`src/rtl/serial_subtractor.sv`:
```
// Bit-serial two's-complement subtractor: DIFF = A - B, LSB first, one bit per clock.
// Define SERIAL_SUB_OVF_EN to add the signed-overflow output OVF.
module serial_subtractor #(
    parameter int WIDTH = 8
) (
    input  logic             clk,
    input  logic             rst_n,
    input  logic             in_valid,
    output logic             in_ready,
    input  logic [WIDTH-1:0] a,
    input  logic [WIDTH-1:0] b,
    output logic             out_valid,
    input  logic             out_ready,
    output logic [WIDTH-1:0] diff,
    output logic             borrow
`ifdef SERIAL_SUB_OVF_EN
    ,
    output logic             ovf
`endif
);

    // state | meaning
    // IDLE  | waiting for an operand pair
    // SHIFT | one bit per cycle through the full-subtractor cell
    // DONE  | result presented until the consumer takes it
    typedef enum logic [1:0] {
        IDLE  = 2'd0,
        SHIFT = 2'd1,
        DONE  = 2'd2
    } state_t;

    localparam int CW = (WIDTH > 1) ? $clog2(WIDTH) : 1;

    state_t           state;
    state_t           state_next;
    logic [WIDTH-1:0] a_sr;
    logic [WIDTH-1:0] b_sr;
    logic [WIDTH-1:0] res_sr;
    logic [WIDTH-1:0] res_next;
    logic [CW-1:0]    cnt;
    logic             br;
    logic             br_next;
    logic             d;
    logic             last;

    assign d        = a_sr[0] ^ b_sr[0] ^ br;
    assign br_next  = (~a_sr[0] & b_sr[0]) | (~(a_sr[0] ^ b_sr[0]) & br);
    assign res_next = WIDTH'({d, res_sr} >> 1);
    assign last     = (cnt == CW'(WIDTH - 1));

    always_ff @(posedge clk or negedge rst_n) begin
        if (!rst_n) begin
            state <= IDLE;
        end else begin
            state <= state_next;
        end
    end

    always_comb begin
        state_next = state;
        case (state)
            IDLE:    if (in_valid) state_next = SHIFT;
            SHIFT:   if (last) state_next = DONE;
            DONE:    if (out_ready) state_next = IDLE;
            default: state_next = IDLE;
        endcase
    end

    always_comb begin
        in_ready  = 1'b0;
        out_valid = 1'b0;
        case (state)
            IDLE:    in_ready = 1'b1;
            DONE:    out_valid = 1'b1;
            default: ;
        endcase
    end

    // Result registers are only written on the DONE-entry edge, so no partial value is ever visible.
    always_ff @(posedge clk or negedge rst_n) begin
        if (!rst_n) begin
            a_sr   <= '0;
            b_sr   <= '0;
            res_sr <= '0;
            cnt    <= '0;
            br     <= 1'b0;
            diff   <= '0;
            borrow <= 1'b0;
`ifdef SERIAL_SUB_OVF_EN
            ovf    <= 1'b0;
`endif
        end else begin
            case (state)
                IDLE: begin
                    if (in_valid) begin
                        a_sr <= a;
                        b_sr <= b;
                        br   <= 1'b0;
                        cnt  <= '0;
                    end
                end
                SHIFT: begin
                    a_sr   <= a_sr >> 1;
                    b_sr   <= b_sr >> 1;
                    res_sr <= res_next;
                    br     <= br_next;
                    cnt    <= cnt + CW'(1);
                    if (last) begin
                        diff   <= res_next;
                        borrow <= br_next;
`ifdef SERIAL_SUB_OVF_EN
                        // On the last bit the shift registers hold the operand MSBs.
                        ovf    <= (a_sr[0] ^ b_sr[0]) & (a_sr[0] ^ d);
`endif
                    end
                end
                default: ;
            endcase
        end
    end

endmodule

```
`config.mk`:
```
export PLATFORM = sky130hd
export DESIGN_NAME = serial_subtractor
export DESIGN_NICKNAME = d
export VERILOG_FILES = /design/src/rtl/serial_subtractor.sv
export SDC_FILE = /design/constraint.sdc
export NUM_CORES = 1
export LEC_CHECK = 0
export BUFFER_PORTS_ARGS = -buffer_cell sky130_fd_sc_hd__buf_2
export CORE_UTILIZATION = 49
export DETAILED_ROUTE_END_ITERATION = 6
export GPL_ROUTABILITY_DRIVEN = 0
export PLACE_DENSITY = 0.84
export SYNTH_ARGS = -nofsm -noshare
export SYNTH_HDL_FRONTEND = slang
export SYNTH_SLANG_ARGS = --single-unit
```
`constraint.sdc`:
```
create_clock -name clk -period 1.5 [get_ports clk]
set_clock_uncertainty 0.05 [all_clocks]
set_input_delay 0.3 -clock clk [delete_from_list [all_inputs] [get_ports clk]]
set_output_delay 0.3 -clock clk [all_outputs]
set_load 0.005 [all_outputs]
```
# After elaboration in Yosys (flattened, before gate mapping)
# Index checks and enable logic that the tools add are counted.
word_totals:
  regBits: 39
  inputBits: 20
  elab_cells: 41
op_classes:
  add_sub_neg: 1
  eq_ne: 6
  mux: 14
  bitwise: 7
  n_reduce_logical: 5
ops:
  columns: ["operator", "count"]
  rows:
  - ["$pmux W8 S2", 2]
  - ["$mux W8", 2]
  - ["$mux W2", 3]
  - ["$ne A2 B2 Y1 const B", 3]
  - ["$pmux W2 S3", 1]
  - ["$pmux W3 S2", 1]
  - ["$reduce_and A2 Y1", 2]
  - ["$add A3 B1 Y3 const B", 1]
  - ["$eq A3 B3 Y1 const B", 1]
  - ["$mux W1", 3]
  - ["$mux W3", 1]
  - ["$reduce_and A3 Y1", 1]
  - ["$and A1 B1 Y1", 2]
  - ["$eq A2 B1 Y1 const B", 1]
  - ["$eq A2 B2 Y1 const B", 1]
  - ["$logic_not A2 Y1", 1]
  - ["$not A1 Y1", 2]
  - ["$pmux W1 S2", 1]
  - ["$reduce_bool A2 Y1", 1]
  - ["$xor A1 B1 Y1", 2]
  - ["$or A1 B1 Y1", 1]

# Depth between registers and ports, before layout
# Gate-level depths: netlist (run 1).
depth:
  depth_word: 5
  depth_mapped: 5
  mapped_depth_nobuf: 4

# Worst setup path before layout (run 1)
# OpenSTA, ideal clock, no wires.
synth_path:
  kind: "reg2reg"
  start: "reg cnt[0]"
  end: "reg diff[0]"
  t_arrival_ps: 1292
  setup_slack_ps: 33
  stages_incl_launch_ff: 6
  n_path_buf: 1
  synth_period_minus_slack_ps: 1467
  path_cell_list: "dfrtp_1 > ha_1 > ha_1 > nand3b_1 > buf_6 > mux2_4"
synth_between:
  elab_chain_cells: 2
synth_lines:
  columns: ["element", "line_no", "text"]
  rows:
  - ["start: declaration", "40", "logic [CW-1:0] cnt;"]
  - ["start signal: assignment", "107", "cnt <= cnt + CW'(1);"]
  - ["$eq A3 B3 Y1", "49", "assign last = (cnt == CW'(WIDTH - 1));"]
  - ["$reduce_and A2 Y1 (no source line)", null, null]
  - ["end signal: assignment", "109", "diff <= res_next;"]
  - ["end: declaration", "14", "output logic [WIDTH-1:0] diff,"]
# Every way passes these cells.
# A chain may end at the register's enable or synchronous reset.

# Worst setup path in the final report (run 1)
layout_path:
  start: "reg cnt[0]"
  end: "reg diff[1]"
# The elaborated chain is that of the path after synthesis.

==> results of run 1 <==
[through the flow]
stage	power, uW	std cells	util, %	worst slack [ps]	TNS [ps]
2_1_floorplan	3080	141	-	33.2	0
3_3_place_gp	3530	218	59.8	21.6	0
3_5_place_dp	3690	218	59.8	-44.2	-239
4_1_cts	4440	229	63.3	-9.64	-9.64
5_1_grt	4830	232	64.6	-56.8	-369
6_report	4490	232	64.6	-15.9	-33.0
[where the power goes]
part,switching [uW],internal (uW)
logic,837,1150
clock network,332,320
registers,319,1530
total,1490,3000
[worst max-delay path by stage]
stage | start | end
after floorplan | cnt[0]$_DFFE_PN0P_ | diff[0]$_DFFE_PN0P_
after global placement | cnt[0]$_DFFE_PN0P_ | diff[7]$_DFFE_PN0P_
after detailed placement | cnt[1]$_DFFE_PN0P_ | diff[1]$_DFFE_PN0P_
after CTS | cnt[0]$_DFFE_PN0P_ | diff[1]$_DFFE_PN0P_
after global routing | cnt[0]$_DFFE_PN0P_ | diff[7]$_DFFE_PN0P_
final | cnt[0]$_DFFE_PN0P_ | diff[1]$_DFFE_PN0P_
[cell usage in the layout, fill, tap and decap left out, types with 3 or more instances in the layout]
cell type	synthesis	final
dfrtp_1	38	36
mux2_4	8	8
inv_1	16	16
nor4b_1	12	12
clkbuf_8	0	5
buf_6	4	3
mux2_2	7	7
nor3b_1	13	13
a211oi_1	12	12
buf_2	3	30
buf_12	0	3
buf_4	2	12
[state kept, by name, indices dropped and copies added, names as in the netlist]
name and count:
a_sr 8, state 2, cnt 3, res_sr 7
borrow 1, br 1, diff 8, b_sr 8
[logic make-up after synthesis]
family / synth area share [%]
adder cells (fa/ha/maj): 2.50
AO/OA/AOI/OAI: 10.5
buffers and inverters: 7.91
AND/OR/NAND/NOR: 14.3
flip-flops: 52.7
multiplexers: 12.1
[area by class of cell]
cell class              instances  area [sq um]  area share (%)
flip-flops and latches         38           953            42.9
clock buffers                   7          76.3            3.43
multi-input cells              76           731            32.9
well taps                      46          57.6            2.59
inverters                      16          60.1            2.70
repair buffers                 49           344            15.5
[worst register-to-register path: stages, from the launching register on]
cell	delay, ps
dfrtp_1	390
ha_2	210
ha_4	160
nand3b_1	120
buf_12	160
mux2_4	310
[what timing repair did]
item,in CTS,in global routing
buffers inserted,3,3
resized for setup,6,4
hold buffers,1,0
endpoints found under the hold margin,16,0
endpoints found under the setup margin,10,15
cloned,0,0
[metal layers]
layer  vias to the layer above  GRT usage, %
met4                         0          8.72
met1                       632          25.5
li1                        597             -
met3                         6          5.47
met2                        27          37.5
met5                         -             0
==> impl_metrics.env, run 1 <==
export IMPL_status="complete, but fails checks"
export IMPL_violations="negative setup slack"
export IMPL_initial_core_util_pct=52.4
export IMPL_overflow=0
export IMPL_synth_main_ff_cell="dfrtp_1"
export IMPL_dr_pass1_iters=4
export IMPL_worst_ep_arrival_time_ps=1640
export IMPL_highest_layer="met4"
export IMPL_hold_path_depth=2
export IMPL_fin_crit_sh_pct=101
export IMPL_seq_area_frac_synth_pct=52.7
export IMPL_netlist_instances=141
export IMPL_setup_ws_ps=-15.9
export IMPL_slew_limit_headroom_pct=71.5
export IMPL_die_w_microns=62.7
export IMPL_finalInstanceArea_sq_um=2220
export IMPL_yosysWarnings=0
export IMPL_dr_first_iter_drc_count=48
export IMPL_core_sq_um=3440
export IMPL_max_vdd_ir_drop_v=0.000791
export IMPL_die_h_microns=62.7
export IMPL_cp_top_family="flip-flops"
export IMPL_grt_pass1_wl_mm=6.41
export IMPL_drv_cap=0
export IMPL_worstReg2RegStart="cnt[0]$_DFFE_PN0P_"
export IMPL_syn_cell_area_sq_um=1800
export IMPL_fin_nets=209
export IMPL_drc_errors=0
export IMPL_cpPeakStageDelay_ps=390
export IMPL_slew_violations=0
export IMPL_synth_top_area_share_pct=52.7
export IMPL_period_needed_ps=1520
export IMPL_crit_cells=5
export IMPL_io_buffers=30
export IMPL_cp_max_fo=10
export IMPL_vias=1262
export IMPL_path_clk_slew_ps=70
export IMPL_grt_start_max_net_pins=23
export IMPL_setup_violations=7
export IMPL_tightest_slew_ps=427
export IMPL_clk_path_buf_depth=2
export IMPL_dieArea_sq_um=3930
export IMPL_hpwlAfterDp_mm=2.54
export IMPL_diodes=0
export IMPL_cp_num_buf_inv=1
export IMPL_synth_common_cells="dfrtp_1, inv_1, nor3b_1"
export IMPL_wl_met2_mm=1.93
export IMPL_endpoint_kind="flop"
export IMPL_rsz0062_at_grt="true"
export IMPL_drive_gt1_share_pct=43.0
export IMPL_hold_ws_ps=142
export IMPL_first_global_vias=1288
export IMPL_wl_met3_microns=122
export IMPL_ys_ff_latch=38
export IMPL_synthArstFlopShare_pct=100
export IMPL_timing_hold_worst_class="in -> reg"
export IMPL_wl_met1_mm=1.57
export IMPL_synth_enable_flop_cells=0
export IMPL_insertion_delay_ps=290
export IMPL_rows=21
export IMPL_r2r_end="diff[1]$_DFFE_PN0P_"
export IMPL_hold_viol=0
export IMPL_io_pins=31
export IMPL_powerDensity_nw_per_um2=2020
export IMPL_worst_r2r_path_depth=5
export IMPL_worst_setup_path_start_kind="flop"
export IMPL_dpl_cell_area_sq_um=2060
export IMPL_required_ps=1620
export IMPL_cts_tree="done"
export IMPL_area_growth_pct=23.2
export IMPL_numCtsBuffers=5
export IMPL_via_per_inst=5.44
export IMPL_path_cells="ha_2 > ha_4 > nand3b_1 > buf_12 > mux2_4"
export IMPL_synth_most_common_cell="dfrtp_1"
export IMPL_wire_per_inst_microns=15.9
export IMPL_crit_type="reg -> reg"
export IMPL_htree_levels=2
export IMPL_r2r_slack_ps=-20
export IMPL_wl_mm=3.69
export IMPL_cts_sinks=38
export IMPL_leakagePower_uw=0.00106
export IMPL_cts_root_buf="clkbuf_8"
export IMPL_yosysTopAreaCell="dfrtp_1"
export IMPL_cpMaxStageDelayCell="dfrtp_1"
export IMPL_fillCellCount=282
export IMPL_ys_top_cells_by_area="dfrtp_1, mux2_4, nor4b_1"
export IMPL_final_antenna_net_count=0
export IMPL_avgSynthCellArea_sq_um=12.8
export IMPL_antenna_found_initial=0
export IMPL_synthesis_nets=164
export IMPL_min_from="out_ready"
export IMPL_max_freq_mhz=660
export IMPL_worstHoldEndpoint="state[1]$_DFFE_PN0P_"
export IMPL_grt_usage_pct=21.7
export IMPL_synth_distinct_cells=31
Note: power is estimated with default switching activity, not from simulation.
==> run 2, diff against run 1 <==
--- a/config.mk
+++ b/config.mk
@@ -10,6 +10,7 @@
 export DETAILED_ROUTE_END_ITERATION = 6
 export GPL_ROUTABILITY_DRIVEN = 0
 export PLACE_DENSITY = 0.84
+export SETUP_SLACK_MARGIN = 0.1
 export SYNTH_ARGS = -nofsm -noshare
 export SYNTH_HDL_FRONTEND = slang
 export SYNTH_SLANG_ARGS = --single-unit
==> impl_metrics.env, run 2 (same netlist as run 1, synthesis figures left out) <==
export IMPL_io_pins=31
export IMPL_area_growth_pct=29.9
export IMPL_cts_root_buf="clkbuf_8"
export IMPL_dr_pass1_iters=4
export IMPL_p_comb_share_pct=43.2
export IMPL_dieArea_sq_um=3930
export IMPL_path_cells="ha_2 > ha_4 > nand3b_1 > buf_12 > mux2_4"
export IMPL_max_vdd_ir_drop_v=0.000804
export IMPL_dpl_cell_area_sq_um=2020
export IMPL_final_cell_mix="dfrtp_1, buf_2, inv_1"
export IMPL_tightest_slew_ps=473
export IMPL_die_h_microns=62.7
export IMPL_io_buffers=30
export IMPL_wire_per_inst_microns=16.5
export IMPL_fin_nets=208
export IMPL_violations="negative hold slack, negative setup slack"
export IMPL_cp_startpoint="cnt[1]$_DFFE_PN0P_"
export IMPL_crit_type="reg -> reg"
export IMPL_p_switching_uw=1580
export IMPL_regArea_sq_um=953
export IMPL_hold_ws_ps=-4.54
export IMPL_multiInputGateArea_sq_um=851
export IMPL_status="complete, but fails checks"
export IMPL_grt_start_max_net_pins=39
export IMPL_final_core_util_pct=68.1
export IMPL_worstReg2RegStart="cnt[1]$_DFFE_PN0P_"
export IMPL_die_w_microns=62.7
export IMPL_fin_crit_sh_pct=100
export IMPL_core_sq_um=3440
export IMPL_via_per_inst=5.43
export IMPL_initial_core_util_pct=52.4
export IMPL_drc_errors=0
export IMPL_swShare_pct=33.1
export IMPL_rsz0062_at_grt="true"
export IMPL_timing_hold_worst_class="in -> async"
export IMPL_drive_gt1_share_pct=53.2
export IMPL_diodes=0
export IMPL_cpMaxStageDelayCell="dfrtp_1"
export IMPL_insertion_delay_ps=300
export IMPL_first_global_vias=1301
export IMPL_setup_ws_ps=-1.52
export IMPL_overflow=0
export IMPL_slew_limit_headroom_pct=68.5
export IMPL_slew_violations=0
export IMPL_setup_violations=1
export IMPL_hold_viol=21
export IMPL_fillCellCount=279
export IMPL_rows=21
export IMPL_vias=1259
export IMPL_hpwlAfterDp_mm=2.38
export IMPL_cpPeakStageDelay_ps=390
export IMPL_final_antenna_net_count=0
export IMPL_reg_top3="a_sr (8), b_sr (8), diff (8)"
export IMPL_numCtsBuffers=5
export IMPL_grt_pass1_wl_mm=6.20
export IMPL_worst_setup_path_start_kind="flop"
export IMPL_antenna_found_initial=0
export IMPL_finalInstanceArea_sq_um=2340
export IMPL_clkPwrFrac_pct=17.9
export IMPL_p_int_uw=3200
export IMPL_cp_top_family="flip-flops"
export IMPL_power_uw=4780
export IMPL_max_freq_mhz=666
export IMPL_grt_usage_pct=21.1
export IMPL_path_clk_slew_ps=70
export IMPL_wl_mm=3.82
export IMPL_dr_first_iter_drc_count=53
export IMPL_endpoint_kind="flop"
export IMPL_cp_num_buf_inv=1
export IMPL_pwr_share_seq_pct=38.9
export IMPL_final_common_cell="dfrtp_1"
export IMPL_cts_tree="done"
export IMPL_period_needed_ps=1500
export IMPL_clk_path_buf_depth=2
export IMPL_htree_levels=2
export IMPL_required_ps=1630
export IMPL_cts_sinks=38
export IMPL_worst_ep_arrival_time_ps=1640
export IMPL_leakagePower_uw=0.00110
export IMPL_cp_max_fo=10
export IMPL_drv_cap=0
export IMPL_powerDensity_nw_per_um2=2040
[run 2: cell count changes in the layout (fill, tap and decap cells not counted), sizes merged]
cell         change
clkinv           +2
clkbuf           -2
bufinv           +1
dlygate4sd3      -1
[run 2: repair_timing]
action / CTS / global route
setup buffers: 5 / 5
gates resized for setup: 13 / 20
pin swaps: 1 / 2
hold buffers: 0 / 0
endpoints found under the setup margin: 20 / 26
[run 2: power groups by stage]
stage | registers (uW) | clock network, uW | logic [uW]
finish | 1860 | 857 | 2060
global route | 1920 | 929 | 2250
CTS | 1860 | 881 | 1870
detailed placement | 1880 | 0 | 1730
global placement | 1830 | 0 | 1620
floorplan | 1780 | 0 | 1330
[run 2: routing by layer]
| metal | routed length [microns] | GRT usage (%) | vias up |
|---|---|---|---|
| li1 | - | - | 594 |
| met1 | 1590 | 26.0 | 630 |
| met2 | 2050 | 34.5 | 28 |
| met3 | 103 | 4.93 | 7 |
| met4 | 74 | 10.5 | 0 |
| met5 | 0 | 0 | - |
[run 2: worst register-to-register path, stage by stage (launching register included)]
cell and delay, ps:
dfrtp_1 390, ha_2 210, ha_4 160, nand3b_1 120, buf_12 160, mux2_4 310
[run 2: cell type report]
class                   instances  share of cell area, %
well taps                      46                   2.46
clock inverters                 3                   1.71
clock buffers                   5                   2.94
inverters                      16                   2.56
repair buffers                 48                   13.3
flip-flops and latches         38                   40.7
multi-input cells              76                   36.3
[run 2: metrics by stage]
step           setup TNS [ps]  setup slack (ps)  cells
2_1_floorplan               0              83.3    141
4_1_cts                 -4.37             -4.09    227
3_3_place_gp                0              49.5    214
6_report                -1.52             -1.52    232
3_5_place_dp           -0.149            -0.149    214
5_1_grt                  -266             -39.9    232
[run 2: worst paths after layout]
path                                         end  slack [ps]  depth (start not counted)
max in group asynchronous   state[1]$_DFFE_PN0P_        1050                          2
min in group clk            state[1]$_DFFE_PN0P_         150                          2
min reg2reg                   cnt[0]$_DFFE_PN0P_         440                          1
max                          diff[3]$_DFFE_PN0P_          -2                          5
min                        res_sr[1]$_DFFE_PN0P_          -5                          2
max reg2reg                  diff[3]$_DFFE_PN0P_          -2                          5
